===== src/rtl/equiv_monitor_if.sv =====
// Stimulus-beat and mismatch-log handshake bundle for equiv_monitor.
// master = stimulus source / log consumer, slave = the monitor.
interface equiv_monitor_if #(
   parameter int IN_WIDTH  = 4,
   parameter int WIDTH     = 24,
   parameter int CNT_WIDTH = 16
);
   logic                 cmp_valid;
   logic                 cmp_ready;
   logic [IN_WIDTH-1:0]  cmp_in;
   logic [WIDTH-1:0]     cmp_spec;
   logic [WIDTH-1:0]     cmp_impl;
   logic [WIDTH-1:0]     cmp_mask;
   logic                 log_valid;
   logic                 log_ready;
   logic [IN_WIDTH-1:0]  log_in;
   logic [WIDTH-1:0]     log_diff;
   logic [CNT_WIDTH-1:0] log_idx;

   modport master (
      output cmp_valid, cmp_in, cmp_spec, cmp_impl, cmp_mask, log_ready,
      input  cmp_ready, log_valid, log_in, log_diff, log_idx
   );
   modport slave (
      input  cmp_valid, cmp_in, cmp_spec, cmp_impl, cmp_mask, log_ready,
      output cmp_ready, log_valid, log_in, log_diff, log_idx
   );
endinterface


===== src/rtl/equiv_monitor.sv =====
// Spec-vs-impl scoreboard: masked compare, saturating counters, FWFT mismatch log.
// Define EQUIV_MON_HALT_EN to stop accepting beats after the first mismatch.
module equiv_monitor #(
   parameter int IN_WIDTH  = 4,
   parameter int WIDTH     = 24,
   parameter int DEPTH     = 4,
   parameter int CNT_WIDTH = 16
) (
   input  logic                 clk_i,
   input  logic                 rst_n_i,
   input  logic                 clear_i,
   equiv_monitor_if.slave       cmp_if,
   output logic [CNT_WIDTH-1:0] vec_count_o,
   output logic [CNT_WIDTH-1:0] fail_count_o,
   output logic                 fail_o,
   output logic                 overflow_o
);
   localparam int AW = $clog2(DEPTH);

   typedef enum logic {ACTIVE, HALTED} state_e;

   typedef struct packed {
      logic [IN_WIDTH-1:0]  stim;
      logic [WIDTH-1:0]     diff;
      logic [CNT_WIDTH-1:0] idx;
   } rec_t;

   state_e               state_q, state_d;
   rec_t                 mem_q [DEPTH];
   rec_t                 head;
   logic [AW:0]          wr_q, wr_d, rd_q, rd_d;
   logic [CNT_WIDTH-1:0] vec_q, vec_d, fcnt_q, fcnt_d;
   logic                 fail_q, fail_d, ovf_q, ovf_d;
   logic [WIDTH-1:0]     diff;
   logic                 ready, accept, mismatch, empty, full, pop, push;

   // Ready never looks at cmp_valid, so there is no valid-to-ready path.
   assign ready    = rst_n_i & ~clear_i & (state_q == ACTIVE);
   assign accept   = cmp_if.cmp_valid & ready;
   assign diff     = (cmp_if.cmp_spec ^ cmp_if.cmp_impl) & cmp_if.cmp_mask;
   assign mismatch = |diff;
   assign empty    = (wr_q == rd_q);
   assign full     = (wr_q[AW-1:0] == rd_q[AW-1:0]) & (wr_q[AW] != rd_q[AW]);
   assign pop      = ~empty & cmp_if.log_ready;
   assign push     = accept & mismatch & (~full | pop);
   assign head     = empty ? '0 : mem_q[rd_q[AW-1:0]];

   assign cmp_if.cmp_ready = ready;
   assign cmp_if.log_valid = ~empty;
   assign cmp_if.log_in    = head.stim;
   assign cmp_if.log_diff  = head.diff;
   assign cmp_if.log_idx   = head.idx;
   assign vec_count_o      = vec_q;
   assign fail_count_o     = fcnt_q;
   assign fail_o           = fail_q;
   assign overflow_o       = ovf_q;

   always_comb begin
      state_d = state_q;
      if (clear_i) state_d = ACTIVE;
`ifdef EQUIV_MON_HALT_EN
      else if (accept && mismatch) state_d = HALTED;
`endif
   end

   always_comb begin
      vec_d  = vec_q;
      fcnt_d = fcnt_q;
      fail_d = fail_q;
      ovf_d  = ovf_q;
      wr_d   = wr_q;
      rd_d   = rd_q;
      if (clear_i) begin
         vec_d  = '0;
         fcnt_d = '0;
         fail_d = 1'b0;
         ovf_d  = 1'b0;
         wr_d   = '0;
         rd_d   = '0;
      end else begin
         if (accept) vec_d = (&vec_q) ? vec_q : vec_q + 1'b1;
         if (accept && mismatch) begin
            fcnt_d = (&fcnt_q) ? fcnt_q : fcnt_q + 1'b1;
            fail_d = 1'b1;
            if (full && !pop) ovf_d = 1'b1;
         end
         if (pop)  rd_d = rd_q + 1'b1;
         if (push) wr_d = wr_q + 1'b1;
      end
   end

   always_ff @(posedge clk_i or negedge rst_n_i) begin
      if (!rst_n_i) begin
         state_q <= ACTIVE;
         vec_q   <= '0;
         fcnt_q  <= '0;
         fail_q  <= 1'b0;
         ovf_q   <= 1'b0;
         wr_q    <= '0;
         rd_q    <= '0;
      end else begin
         state_q <= state_d;
         vec_q   <= vec_d;
         fcnt_q  <= fcnt_d;
         fail_q  <= fail_d;
         ovf_q   <= ovf_d;
         wr_q    <= wr_d;
         rd_q    <= rd_d;
      end
   end

   // Storage needs no reset: the head is forced to zero whenever the log is empty.
   always_ff @(posedge clk_i) begin
      if (push && !clear_i)
         mem_q[wr_q[AW-1:0]] <= '{stim: cmp_if.cmp_in, diff: diff, idx: vec_q};
   end
endmodule


===== src/flat_wrapper.sv =====
// flat-port wrapper written by rule: the top's interface ports become plain ports
module equiv_monitor_flat 
#(
   parameter int IN_WIDTH  = 4,
   parameter int WIDTH     = 24,
   parameter int DEPTH     = 4,
   parameter int CNT_WIDTH = 16
)
  (clk_i, rst_n_i, clear_i, vec_count_o, fail_count_o, fail_o, overflow_o, cmp_if_cmp_valid, cmp_if_cmp_in, cmp_if_cmp_spec, cmp_if_cmp_impl, cmp_if_cmp_mask, cmp_if_log_ready, cmp_if_cmp_ready, cmp_if_log_valid, cmp_if_log_in, cmp_if_log_diff, cmp_if_log_idx);
  equiv_monitor_if #(.IN_WIDTH(IN_WIDTH), .WIDTH(WIDTH), .CNT_WIDTH(CNT_WIDTH)) cmp_if_i ();
  input  logic clk_i;
  input  logic rst_n_i;
  input  logic clear_i;
  output logic [CNT_WIDTH-1:0] vec_count_o;
  output logic [CNT_WIDTH-1:0] fail_count_o;
  output logic fail_o;
  output logic overflow_o;
  input wire logic [$bits(cmp_if_i.cmp_valid)-1:0] cmp_if_cmp_valid;
  input wire logic [$bits(cmp_if_i.cmp_in)-1:0] cmp_if_cmp_in;
  input wire logic [$bits(cmp_if_i.cmp_spec)-1:0] cmp_if_cmp_spec;
  input wire logic [$bits(cmp_if_i.cmp_impl)-1:0] cmp_if_cmp_impl;
  input wire logic [$bits(cmp_if_i.cmp_mask)-1:0] cmp_if_cmp_mask;
  input wire logic [$bits(cmp_if_i.log_ready)-1:0] cmp_if_log_ready;
  output wire logic [$bits(cmp_if_i.cmp_ready)-1:0] cmp_if_cmp_ready;
  output wire logic [$bits(cmp_if_i.log_valid)-1:0] cmp_if_log_valid;
  output wire logic [$bits(cmp_if_i.log_in)-1:0] cmp_if_log_in;
  output wire logic [$bits(cmp_if_i.log_diff)-1:0] cmp_if_log_diff;
  output wire logic [$bits(cmp_if_i.log_idx)-1:0] cmp_if_log_idx;
  assign cmp_if_i.cmp_valid = cmp_if_cmp_valid;
  assign cmp_if_i.cmp_in = cmp_if_cmp_in;
  assign cmp_if_i.cmp_spec = cmp_if_cmp_spec;
  assign cmp_if_i.cmp_impl = cmp_if_cmp_impl;
  assign cmp_if_i.cmp_mask = cmp_if_cmp_mask;
  assign cmp_if_i.log_ready = cmp_if_log_ready;
  assign cmp_if_cmp_ready = cmp_if_i.cmp_ready;
  assign cmp_if_log_valid = cmp_if_i.log_valid;
  assign cmp_if_log_in = cmp_if_i.log_in;
  assign cmp_if_log_diff = cmp_if_i.log_diff;
  assign cmp_if_log_idx = cmp_if_i.log_idx;
  equiv_monitor #(.IN_WIDTH(IN_WIDTH), .WIDTH(WIDTH), .DEPTH(DEPTH), .CNT_WIDTH(CNT_WIDTH)) u_core (.clk_i(clk_i), .rst_n_i(rst_n_i), .clear_i(clear_i), .cmp_if(cmp_if_i), .vec_count_o(vec_count_o), .fail_count_o(fail_count_o), .fail_o(fail_o), .overflow_o(overflow_o));
endmodule

===== config.mk =====
export PLATFORM = sky130hd
export DESIGN_NAME = equiv_monitor_flat
export DESIGN_NICKNAME = d
export VERILOG_FILES = /design/src/rtl/equiv_monitor_if.sv /design/src/rtl/equiv_monitor.sv /design/src/flat_wrapper.sv
export SDC_FILE = /design/constraint.sdc
export NUM_CORES = 1
export LEC_CHECK = 0
export ABC_AREA = 1
export BUFFER_PORTS_ARGS = -buffer_cell sky130_fd_sc_hd__buf_2
export CAP_MARGIN = 20
export CORE_ASPECT_RATIO = 1.2
export CORE_MARGIN = 5
export CORE_UTILIZATION = 25
export DETAILED_ROUTE_END_ITERATION = 7
export PLACE_DENSITY = 0.47
export SYNTH_ARGS = -nofsm -noshare
export SYNTH_HDL_FRONTEND = slang
export SYNTH_SLANG_ARGS = --single-unit

===== constraint.sdc =====
create_clock -name clk_i -period 4.43 [get_ports clk_i]
set_input_delay 0.886 -clock clk_i [delete_from_list [all_inputs] [get_ports clk_i]]
set_output_delay 0.886 -clock clk_i [all_outputs]
set_load 0.1 [all_outputs]

==> results of run 1 <==
-- flip-flops by register name (all words and copies together) (netlist names) --
name and cells:
u_core.vec_count_o 16, u_core.overflow_o 1, u_core.fail_o 1, u_core.mem_q 176, u_core.wr_q 3, u_core.rd_q 3, u_core.fail_count_o 16
-- per-layer routing --
layer | part of all wire [%] | global-route usage (%) | routed length [um] | up-vias
met5 | 0 | 0 | 0 | -
met2 | 50 | 20.51 | 12770 | 154
met1 | 42 | 14.07 | 10710 | 3486
li1 | - | - | - | 3644
met3 | 6.3 | 2.531 | 1589 | 25
met4 | 1.2 | 2.178 | 309 | 0
-- worst min path at each step --
stage                          startpoint                            endpoint  slack [ns]  cells past startpoint
6_report                          rst_n_i  u_core.fail_count_o[9]$_DFFE_PN0P_        0.47                      2
3_5_place_dp    u_core.fail_o$_DFFE_PN0P_           u_core.fail_o$_DFFE_PN0P_        0.47                      2
5_1_grt         u_core.fail_o$_DFFE_PN0P_           u_core.fail_o$_DFFE_PN0P_        0.50                      2
4_1_cts         u_core.fail_o$_DFFE_PN0P_           u_core.fail_o$_DFFE_PN0P_        0.49                      2
3_3_place_gp    u_core.fail_o$_DFFE_PN0P_           u_core.fail_o$_DFFE_PN0P_        0.47                      2
2_1_floorplan  u_core.rd_q[2]$_DFFE_PN0P_          u_core.rd_q[2]$_DFFE_PN0P_        0.45                      1
-- area by class of cell --
type | count | share of cell area (%)
clock inverter | 10 | 0.8165
timing repair buffer | 174 | 12.53
tap | 526 | 5.175
sequential | 216 | 49.44
inverter | 86 | 2.548
clock buffer | 34 | 5.342
multi-input combinational | 634 | 24.14
-- cell families (layout without fill, tap and decap cells) --
kind of cell	count (synthesis)	count (layout)	synth area share, %
simple gates	491	491	20.63
flops	216	216	63.90
buf+inv	130	304	5.215
compound gates	123	123	8.204
xor+xnor	13	13	1.157
fa+ha+maj	7	7	0.8903
-- cells in the mapped netlist (all sizes together) (10+ instances only) --
cell type / count
inv: 86
buf: 14
o21ai: 58
nor3: 14
nand3: 43
clkbuf: 30
dfrtp: 40
nor2: 228
nand4: 13
o32ai: 44
edfxtp: 176
a21oi: 13
xor2: 10
nand2: 192
-- power by group through the flow --
| stage | registers, mW | logic (mW) | clock network, mW |
|---|---|---|---|
| after floorplan | 2.31 | 0.795 | 0 |
| after CTS | 2.24 | 1.32 | 2.01 |
| after global placement | 2.28 | 1.32 | 0 |
| after global routing | 2.24 | 1.38 | 2.10 |
| after detailed placement | 2.28 | 1.32 | 0 |
| final | 2.24 | 1.30 | 1.95 |
-- worst max-delay path, cell delays in order (launching register included) --
cell      delay, ns
dfrtp_2        0.41
clkinv_2       0.05
buf_4          0.75
nor2_1         0.11
o32ai_1        0.42
nand2_1        0.10
inv_1          0.11
buf_12         0.18
-- stage by stage --
step                      area, sq um  std cells  hold slack, ns  worst slack [ns]  power (mW)
after floorplan                  9849        980          0.4530            0.3472       3.105
after global placement          11940       1636          0.4675             1.155       3.601
after detailed placement        11940       1636          0.4694             1.119       3.605
after CTS                       12720       1680          0.4867            0.8209       5.578
after global routing            12720       1680          0.5046            0.6182       5.721
final                           12720       1680          0.4718            0.8892       5.495
-- layout by cell type, fill, tap and decap left out, types with 2 or more instances in the layout --
cell and instances:
buf_2 115, nor2_1 221, dfrtp_2 2, nor2_2 2, o21a_1 2, nand3_1 41, o32ai_1 44, ha_1 7
nand4_1 12, bufinv_16 2, buf_12 46, xor2_1 10, buf_4 13, nor2_4 4, clkbuf_1 7, o31ai_1 4
clkinv_2 3, nor3_1 12, nand2_1 189, xnor2_1 3, clkbuf_8 2, edfxtp_1 176, dfrtp_1 38, clkinv_1 4
inv_1 81, o21ai_1 3, a21oi_1 12, nand2_2 2, inv_2 4, o21ai_0 55, clkbuf_16 25
==> run summary, run 1 <==
CP startpoint -> u_core.rd_q[0]$_DFFE_PN0P_
switch share -> 30.79%
synthesized area per cell -> 10.04 sq um
Worst EP required -> 3.54 ns
1st-pass router iterations -> 5
Setup crit end kind -> primary output
Reg area -> 0.006289 sq mm
Post-Syn Instances -> 980
vias per inst -> 4.351
dominant synthesized flop cell -> edfxtp_1
GRT overflow -> 0
FF-to-FF setup slack -> 1.48 ns
layout cells sized above 1 -> 20.02%
Post-DRT Antenna Nets -> 0
Vias -> 7309
async set or reset register ratio after synthesis -> 18.52%
vias in the first global route -> 7139
syn_nets -> 1068
Post-synth EDFFs -> 176
Max Root-Sink Buffers -> 3
mapped cell area -> 0.009837 sq mm
Core Rows -> 79
Hold Vio Cnt, Final -> 0
global-route wire length before repair -> 39610 um
Die Wd -> 191.1 um
Psw -> 1.692 mW
Comb power frac -> 23.7%
hold_buf cts -> 0
RSZ-0062 raised after global routing -> no
Core ar. -> 0.03885 sq mm
Final Slew Violations -> 0
Fmax -> 0.2824 GHz
Internal -> 3.803 mW
number of synthesized register bits -> 216
post-layout min period -> 3.541 ns
nature of the critical path startpoint -> flop
cells on worst reg2reg path -> 8
outcome -> finished, final reports clean
Worst Path Max Fanout -> 90
Die ar. -> 0.04343 sq mm
nets@finish -> 1224
DR WL/cell -> 15.11 um
I/O pins -> 161
Die Ht -> 227.3 um
Final Util -> 32.74%
CTS tree -> done
pin count of the biggest net entering global routing -> 91
cts repair resizes -> 0
Final setup viols -> 0
RePlAce Congestion -> 0.7783
worst skew pair latency -> 0.50 ns
final wirelength -> 25380 um
top cells by area, synth -> edfxtp_1 54%, dfrtp_1 10%, nor2_1 8.6%
crit share post-route -> 79.93%
I/O Buffers -> 160
area of the multi-input gates -> 0.003070 sq mm
Final HPWL DP -> 16590 um
FILL cells -> 3948
Synth warnings -> 0
slew at the pin with the worst max-slew slack -> 0.9836 ns
DRC -> 0
clock tree root driver cell -> clkbuf_16
Area growth syn-to-layout -> 29.29%
number of sinks on the clock net -> 216
Relative slew margins -> 34.43%
area share of the largest cell type after synthesis -> 53.73%
Seq/Total Area, Yosys -> 63.90%
worst vdd ir -> 268.7 uV
reg2reg end -> u_core.mem_q[1][9]$_DFFE_PP_
setup tns final -> 0 ns
Leak -> 5.286 nW
CP Capture Point -> cmp_if_log_diff[22]
total of max-cap violations -> 0
DR iter-0 viols -> 373
postcts setup bufs -> 0
All-Layer GR Usage -> 11.36%
worst r2r src -> u_core.wr_q[2]$_DFFE_PN0P_
post-synthesis cell type count -> 35
skew final -> 0.01104 ns
worst path arrival time -> 2.65 ns
Max H-tree Level -> 1
worst hold path class -> input port to async pin
initial antenna violation count -> 0
pwr/cell area -> 432.0 mW/mm^2
CTS Buf Count -> 24
clock slew at reported path FFs -> 0.06 ns
Crit Path Class -> flop to primary output
# diodes -> 0
Initial Utilization -> 25.32%
clock share of power -> 35.6%
post-synth top area cell -> edfxtp_1
sequential power share -> 40.8%
No activity file was read; power rests on OpenSTA's default activity.
==> inputs of run 2 (changes only) <==
- PLACE_DENSITY: 0.47 -> 0.48
- clock period: 4.43 -> 2.9 ns (I/O delays scaled with it)
==> run 2 against run 1 <==
  * Flip-flop and latch count is the same
  * Hold slack worse by 0.31 ns
  * Count of clock-buffer cells in the layout decreased by 4
  * Setup slack got worse by 0.84 ns
  * Clock power is 63% higher
  * Non-clock buffer count increased by 17
  * Sequential share of layout area rose by 0.70 points
  * Clock skew is 0.0023 ns higher
  * Critical path type unchanged
  * Critical endpoint is now cmp_if_log_diff[20]
  * Largest power group unchanged
==> run summary, run 2 (synthesized netlist as in run 1, its figures left out) <==
pwr/cell area -> 665.9 mW/mm^2 (+54%)
worst skew pair latency -> 0.51 ns (about the same)
Setup crit end kind -> primary output
Die Wd -> 191.1 um (unchanged)
cells on worst reg2reg path -> 8 (unchanged)
number of sinks on the clock net -> 216 (unchanged)
crit share post-route -> 98.22%
RSZ-0062 raised after global routing -> yes
Crit Path Class -> flop to primary output
max reg flops -> 176 (unchanged)
Final HPWL DP -> 16980 um (+2.3%)
worst path arrival time -> 2.27 ns (-0.38 ns)
total of max-cap violations -> 0 (unchanged)
DR iter-0 viols -> 332 (-11%)
Leak -> 5.294 nW (+0.14%)
Final WS setup -> 0.05170 ns (-0.8375 ns)
Hold Worst Slack -> 0.1666 ns (-0.3052 ns)
FF-to-FF setup slack -> 0.38 ns (-1.10 ns)
commonest non-fill, non-tap cell in the layout -> nor2_1
nature of the critical path startpoint -> flop
Max H-tree Level -> 1 (unchanged)
Core ar. -> 0.03885 sq mm (unchanged)
Max Root-Sink Buffers -> 3 (unchanged)
reg2reg end -> u_core.vec_count_o[14]$_DFFE_PN0P_
slew at the pin with the worst max-slew slack -> 0.7151 ns (-0.2685 ns)
skew final -> 0.01337 ns (+0.002335 ns)
RePlAce Congestion -> 0.7619 (-2.1%)
sequential power share -> 41.0% (+0.2 points)
DP Area -> 0.01152 sq mm (-3.5%)
worst vdd ir -> 372.2 uV (+39%)
Fmax -> 0.3511 GHz
setup tns final -> 0 ns (unchanged)
DRC -> 0 (unchanged)
Comb power frac -> 21.0% (-2.7 points)
worst hold path class -> input port to async pin
vias per inst -> 4.326 (-0.56%)
post-layout min period -> 2.848 ns
vias in the first global route -> 7458 (+4.5%)
pre-CTS WS -> 0.1567 ns (-0.9620 ns)
final wirelength -> 25490 um (+0.43%)
Hold Vio Cnt, Final -> 0 (unchanged)
clock tree root driver cell -> clkbuf_16
pin count of the biggest net entering global routing -> 89 (-2.2%)
FILL cells -> 4003 (+1.4%)
All-Layer GR Usage -> 11.34% (-0.022 points)
# diodes -> 0 (unchanged)
CTS tree -> done
Worst EP required -> 2.32 ns (-1.22 ns)
layout cells sized above 1 -> 21.91% (+1.9 points)
I/O Buffers -> 160 (unchanged)
Final setup viols -> 0 (unchanged)
Vias -> 7350 (+0.56%)
Worst Path Max Fanout -> 88 (-2.2%)
Area growth syn-to-layout -> 27.49%
CTS Buf Count -> 25 (+4.2%)
Initial Utilization -> 25.32% (unchanged)
clock share of power -> 38.0% (+2.4 points)
Relative slew margins -> 52.01% (+18 points)
GRT overflow -> 0 (unchanged)
Total Power -> 8.351 mW (+52%)
Final Cell Area -> 0.01254 sq mm (-1.4%)
Die ar. -> 0.04343 sq mm (unchanged)
Die Ht -> 227.3 um (unchanged)
commonest non-fill, non-tap cells in the layout -> 221 x nor2_1, 188 x nand2_1, 176 x edfxtp_1, 115 x buf_2, 80 x inv_1
initial antenna violation count -> 0 (unchanged)
Core Rows -> 79 (unchanged)
Post-DRT Antenna Nets -> 0 (unchanged)
worst r2r src -> u_core.vec_count_o[0]$_DFFE_PN0P_
clock slew at reported path FFs -> 0.06 ns (about the same)
outcome -> finished, final reports clean
Internal -> 5.749 mW (+51%)
Final Slew Violations -> 0 (unchanged)
1st-pass router iterations -> 4 (-1)
global-route wire length before repair -> 39880 um (+0.70%)
DR WL/cell -> 15.00 um (-0.69%)
nets@finish -> 1242 (+1.5%)
switch share -> 31.16% (+0.38 points)
I/O pins -> 161 (unchanged)
Psw -> 2.602 mW (+54%)
-- run 2: what timing repair did --
item	CTS	global route
gates resized for setup	34	28
hold buffers	0	0
setup buffers	0	0
endpoints found under the setup margin	42	25
cloned	0	0
-- run 2: power groups by stage --
stage | Clock (mW) | Combinational [mW] | Sequential, mW
2_1_floorplan | 0 | 1.22 | 3.53
3_3_place_gp | 0 | 1.68 | 3.49
3_5_place_dp | 0 | 1.69 | 3.49
4_1_cts | 3.26 | 1.74 | 3.42
5_1_grt | 3.39 | 1.87 | 3.43
6_report | 3.17 | 1.75 | 3.42
-- run 2: worst max path at each step --
stage | startpoint | to | cells after the start
after CTS | u_core.rd_q[0]$_DFFE_PN0P_ | cmp_if_log_diff[20] | 6
after global placement | cmp_if_cmp_spec[23] | u_core.mem_q[2][31]$_DFFE_PP_ | 11
after detailed placement | cmp_if_cmp_spec[23] | u_core.mem_q[2][31]$_DFFE_PP_ | 11
after global routing | u_core.rd_q[0]$_DFFE_PN0P_ | cmp_if_log_diff[20] | 6
after floorplan | clear_i | u_core.mem_q[0][0]$_DFFE_PP_ | 6
final | u_core.rd_q[0]$_DFFE_PN0P_ | cmp_if_log_diff[20] | 6
-- run 2: area by class of cell --
cell class / count / area [sq um] / share of cell area, %
flip-flops and latches: 216 / 6289 / 50.14
well taps: 526 / 658.1 / 5.248
repair buffers: 191 / 1321 / 10.54
clock buffers: 30 / 644.4 / 5.138
clock inverters: 16 / 192.7 / 1.536
inverters: 86 / 322.8 / 2.574
multi-input cells: 634 / 3113 / 24.82
-- run 2: routing by layer --
metal  up-vias  part of all wire [%]  GRT usage [%]
met1      3511                    43          13.98
met2       136                    50          20.45
met5         -                     0              0
met3        26                   5.6          2.362
li1       3677                     -              -
met4         0                   1.7          2.596
-- run 2: through the flow --
step | util (%) | std cells
after floorplan | - | 980
after global placement | 29.65 | 1653
after detailed placement | 29.65 | 1653
after CTS | 32.05 | 1699
after global routing | 32.28 | 1699
final | 32.28 | 1699
-- run 2: worst max-delay path, stage by stage (launching register included) --
cell and delay, ns:
dfrtp_2 0.42, buf_12 0.36, nor2_1 0.09, o32ai_1 0.44, nand2_1 0.09, inv_1 0.07
buf_4 0.28
==> inputs of run 3 (changes only) <==
- ABC_AREA: 1 -> not set
- GPL_TIMING_DRIVEN: not set -> 0
==> run 3 against run 2 <==
  * Fmax up 2.2%
  * Final cell count down 26%
  * Global-route usage down 0.27 points
  * Critical path type unchanged
  * Largest cell class unchanged
  * Largest power group unchanged
==> run summary, run 3 <==
outcome -> finished, final reports clean
Vias -> 5509 (-25%)
total of max-cap violations -> 0 (unchanged)
I/O Buffers -> 160 (unchanged)
top cells by area, synth -> edfxtp_1 57%, dfrtp_1 11%, mux4_2 11%
placed cells -> 1200 (-27%)
CTS tree -> done
final wirelength -> 23010 um (-9.7%)
clock slew at reported path FFs -> 0.06 ns (about the same)
Fmax -> 0.3588 GHz (+2.2%)
pre-CTS WS -> -1.158 ns (-1.314 ns)
Final HPWL DP -> 15090 um (-11%)
clock tree root driver cell -> clkbuf_16
DR iter-0 viols -> 225 (-32%)
nets@finish -> 846 (-32%)
All-Layer GR Usage -> 11.07% (-0.27 points)
Post-synth top cells -> 176 x edfxtp_1, 74 x and2_1, 44 x mux4_2
pwr/cell area -> 718.1 mW/mm^2 (+7.8%)
Core ar. -> 0.03680 sq mm (-5.3%)
1st-pass router iterations -> 4 (unchanged)
Worst EP required -> 2.32 ns (about the same)
worst hold path class -> input port to flop
Die Wd -> 185.9 um (-2.7%)
Die ar. -> 0.04108 sq mm (-5.4%)
Core Rows -> 77 (-2.5%)
layout cells sized above 1 -> 36.65% (+15 points)
FF-to-FF setup slack -> 0.54 ns (+0.16 ns)
post-layout min period -> 2.787 ns (-0.06132 ns)
Post-Layout Cell Count -> 1249 (-26%)
Leak -> 4.506 nW (-15%)
area share of the largest cell type after synthesis -> 56.97% (+3.2 points)
number of synthesized register bits -> 216 (unchanged)
Final WS setup -> 0.1130 ns (+0.06132 ns)
Post-synth EDFFs -> 176 (unchanged)
Relative slew margins -> 48.03% (-4.0 points)
DRC -> 0 (unchanged)
Max Root-Sink Buffers -> 3 (unchanged)
RSZ-0062 raised after global routing -> no
post-synthesis cell type count -> 48 (+37%)
skew final -> 0.03800 ns (+0.02463 ns)
synthesized area per cell -> 16.45 sq um (+64%)
vias in the first global route -> 5857 (-21%)
commonest non-fill, non-tap cells in the layout -> 176 x edfxtp_1, 119 x buf_2, 68 x and2_1, 44 x mux4_2, 40 x dfrtp_1
syn_nets -> 652 (-39%)
worst vdd ir -> 350.9 uV (-5.7%)
RePlAce Congestion -> 0.7276 (-4.5%)
Crit Path Class -> flop to primary output
number of sinks on the clock net -> 216 (unchanged)
max reg flops -> 176 (unchanged)
Post-DRT Antenna Nets -> 0 (unchanged)
# diodes -> 0 (unchanged)
I/O pins -> 161 (unchanged)
global-route wire length before repair -> 35290 um (-12%)
Setup crit end kind -> primary output
Final Slew Violations -> 0 (unchanged)
async set or reset register ratio after synthesis -> 18.52% (unchanged)
Total Power -> 8.659 mW (+3.7%)
initial antenna violation count -> 1 (+1)
CTS Buf Count -> 25 (unchanged)
Initial Utilization -> 25.21% (-0.11 points)
Final setup viols -> 0 (unchanged)
mapped cell area -> 0.009278 sq mm (-5.7%)
Area growth syn-to-layout -> 29.97%
vias per inst -> 4.411 (+2.0%)
crit share post-route -> 96.10% (-2.1 points)
Seq/Total Area, Yosys -> 67.75% (+3.9 points)
worst skew pair latency -> 0.55 ns (+0.04 ns)
nature of the critical path startpoint -> flop
Die Ht -> 221.0 um (-2.8%)
most common cell in the netlist -> edfxtp_1
Synth warnings -> 0 (unchanged)
Max H-tree Level -> 1 (unchanged)
dominant synthesized flop cell -> edfxtp_1
post-synth top area cell -> edfxtp_1
Worst Path Max Fanout -> 10 (-89%)
pin count of the biggest net entering global routing -> 45 (-49%)
Post-Syn Instances -> 564 (-42%)
slew at the pin with the worst max-slew slack -> 0.7796 ns (+0.06446 ns)
Hold Worst Slack -> 0.2838 ns (+0.1172 ns)
DR WL/cell -> 18.42 um (+23%)
commonest non-fill, non-tap cell in the layout -> edfxtp_1
worst path arrival time -> 2.21 ns (-0.06 ns)
GRT overflow -> 0 (unchanged)
Hold Vio Cnt, Final -> 0 (unchanged)
run 3: cell count changes in the layout (fill, tap and decap cells not counted), sizes merged, moves of 44 or more:
| cell | delta |
|---|---|
| nor2 | -202 |
| nand2 | -177 |
| inv | -79 |
| and2 | +74 |
| o21ai | -51 |
| mux4 | +44 |
| o32ai | -44 |
run 3: per-layer routing:
metal	track usage (%)	share of wire, %	vias up
met5	0	0.087	-
met4	3.104	1.9	2
met3	2.185	5.7	31
met2	19.41	51	128
met1	13.79	41	2768
li1	-	-	2580
run 3: cell type report:
class / count / area [sq um]
buffer: 21 / 200.2
clock buffer: 30 / 674.4
clock inverter: 14 / 110.1
fill: 3632 / 24750
inverter: 4 / 15.01
multi-input combinational: 323 / 2949
sequential: 216 / 6286
tap: 474 / 593.1
timing repair buffer: 167 / 1230
run 3: cell families (layout without fill, tap and decap cells):
logic type / count (synthesis) / count (layout) / share of synthesized area, %
DFF: 216 / 216 / 67.75
and+or+nand+nor: 173 / 173 / 10.65
muxes: 52 / 52 / 11.61
AOI/OAI and AO/OA: 48 / 48 / 3.857
xor gates and xnor gates: 43 / 43 / 4.059
buffers and inverters: 25 / 236 / 1.119
adders and majority gates: 7 / 7 / 0.9440
run 3: what timing repair did:
| action | CTS | global route |
|---|---|---|
| pin swaps | 3 | 1 |
| setup buffers | 2 | 0 |
| cloned | 1 | 0 |
| setup endpoints to repair | 221 | 186 |
| hold buffers | 0 | 2 |
| resized for setup | 129 | 14 |
| endpoints found under the hold margin | 0 | 40 |
run 3: critical path, cell delays in order (launching register included):
cell      delay [ns]
dfrtp_1         0.36
clkbuf_8        0.20
clkbuf_2        0.33
mux4_2          0.39
and2_1          0.20
buf_8           0.17
run 3: worst paths after layout:
| check | startpoint | endpoint | cells past startpoint |
|---|---|---|---|
| worst max register to register | u_core.rd_q[1]$_DFFE_PN0P_ | u_core.mem_q[1][32]$_DFFE_PP_ | 6 |
| worst min register to register | u_core.fail_count_o[4]$_DFFE_PN0P_ | u_core.fail_count_o[4]$_DFFE_PN0P_ | 1 |
| max in group asynchronous | rst_n_i | u_core.overflow_o$_DFFE_PN0P_ | 3 |
| min in group asynchronous | rst_n_i | u_core.fail_count_o[5]$_DFFE_PN0P_ | 3 |
| worst min-delay path | cmp_if_cmp_in[0] | u_core.mem_q[3][40]$_DFFE_PP_ | 1 |
| worst max-delay path | u_core.rd_q[1]$_DFFE_PN0P_ | cmp_if_log_idx[4] | 5 |
run 3: metrics by stage:
| step | util, % | TNS [ns] | area, sq um |
|---|---|---|---|
| detailed placement | 29.17 | -193.24 | 10740 |
| global route | 32.76 | 0 | 12060 |
| global placement | 29.03 | -257.41 | 10690 |
| finish | 32.76 | 0 | 12060 |
| CTS | 32.49 | -3.095 | 11960 |
| floorplan | - | 0 | 9291 |
run 3: power by group:
part | total, mW | switching, mW | internal [mW] | leakage (nW)
clock | 3.03 | 1.28 | 1.75 | 0.392
combinational | 2.22 | 1.52 | 0.702 | 1.90
sequential | 3.42 | 0.0183 | 3.40 | 2.21
total | 8.66 | 2.81 | 5.85 | 4.51
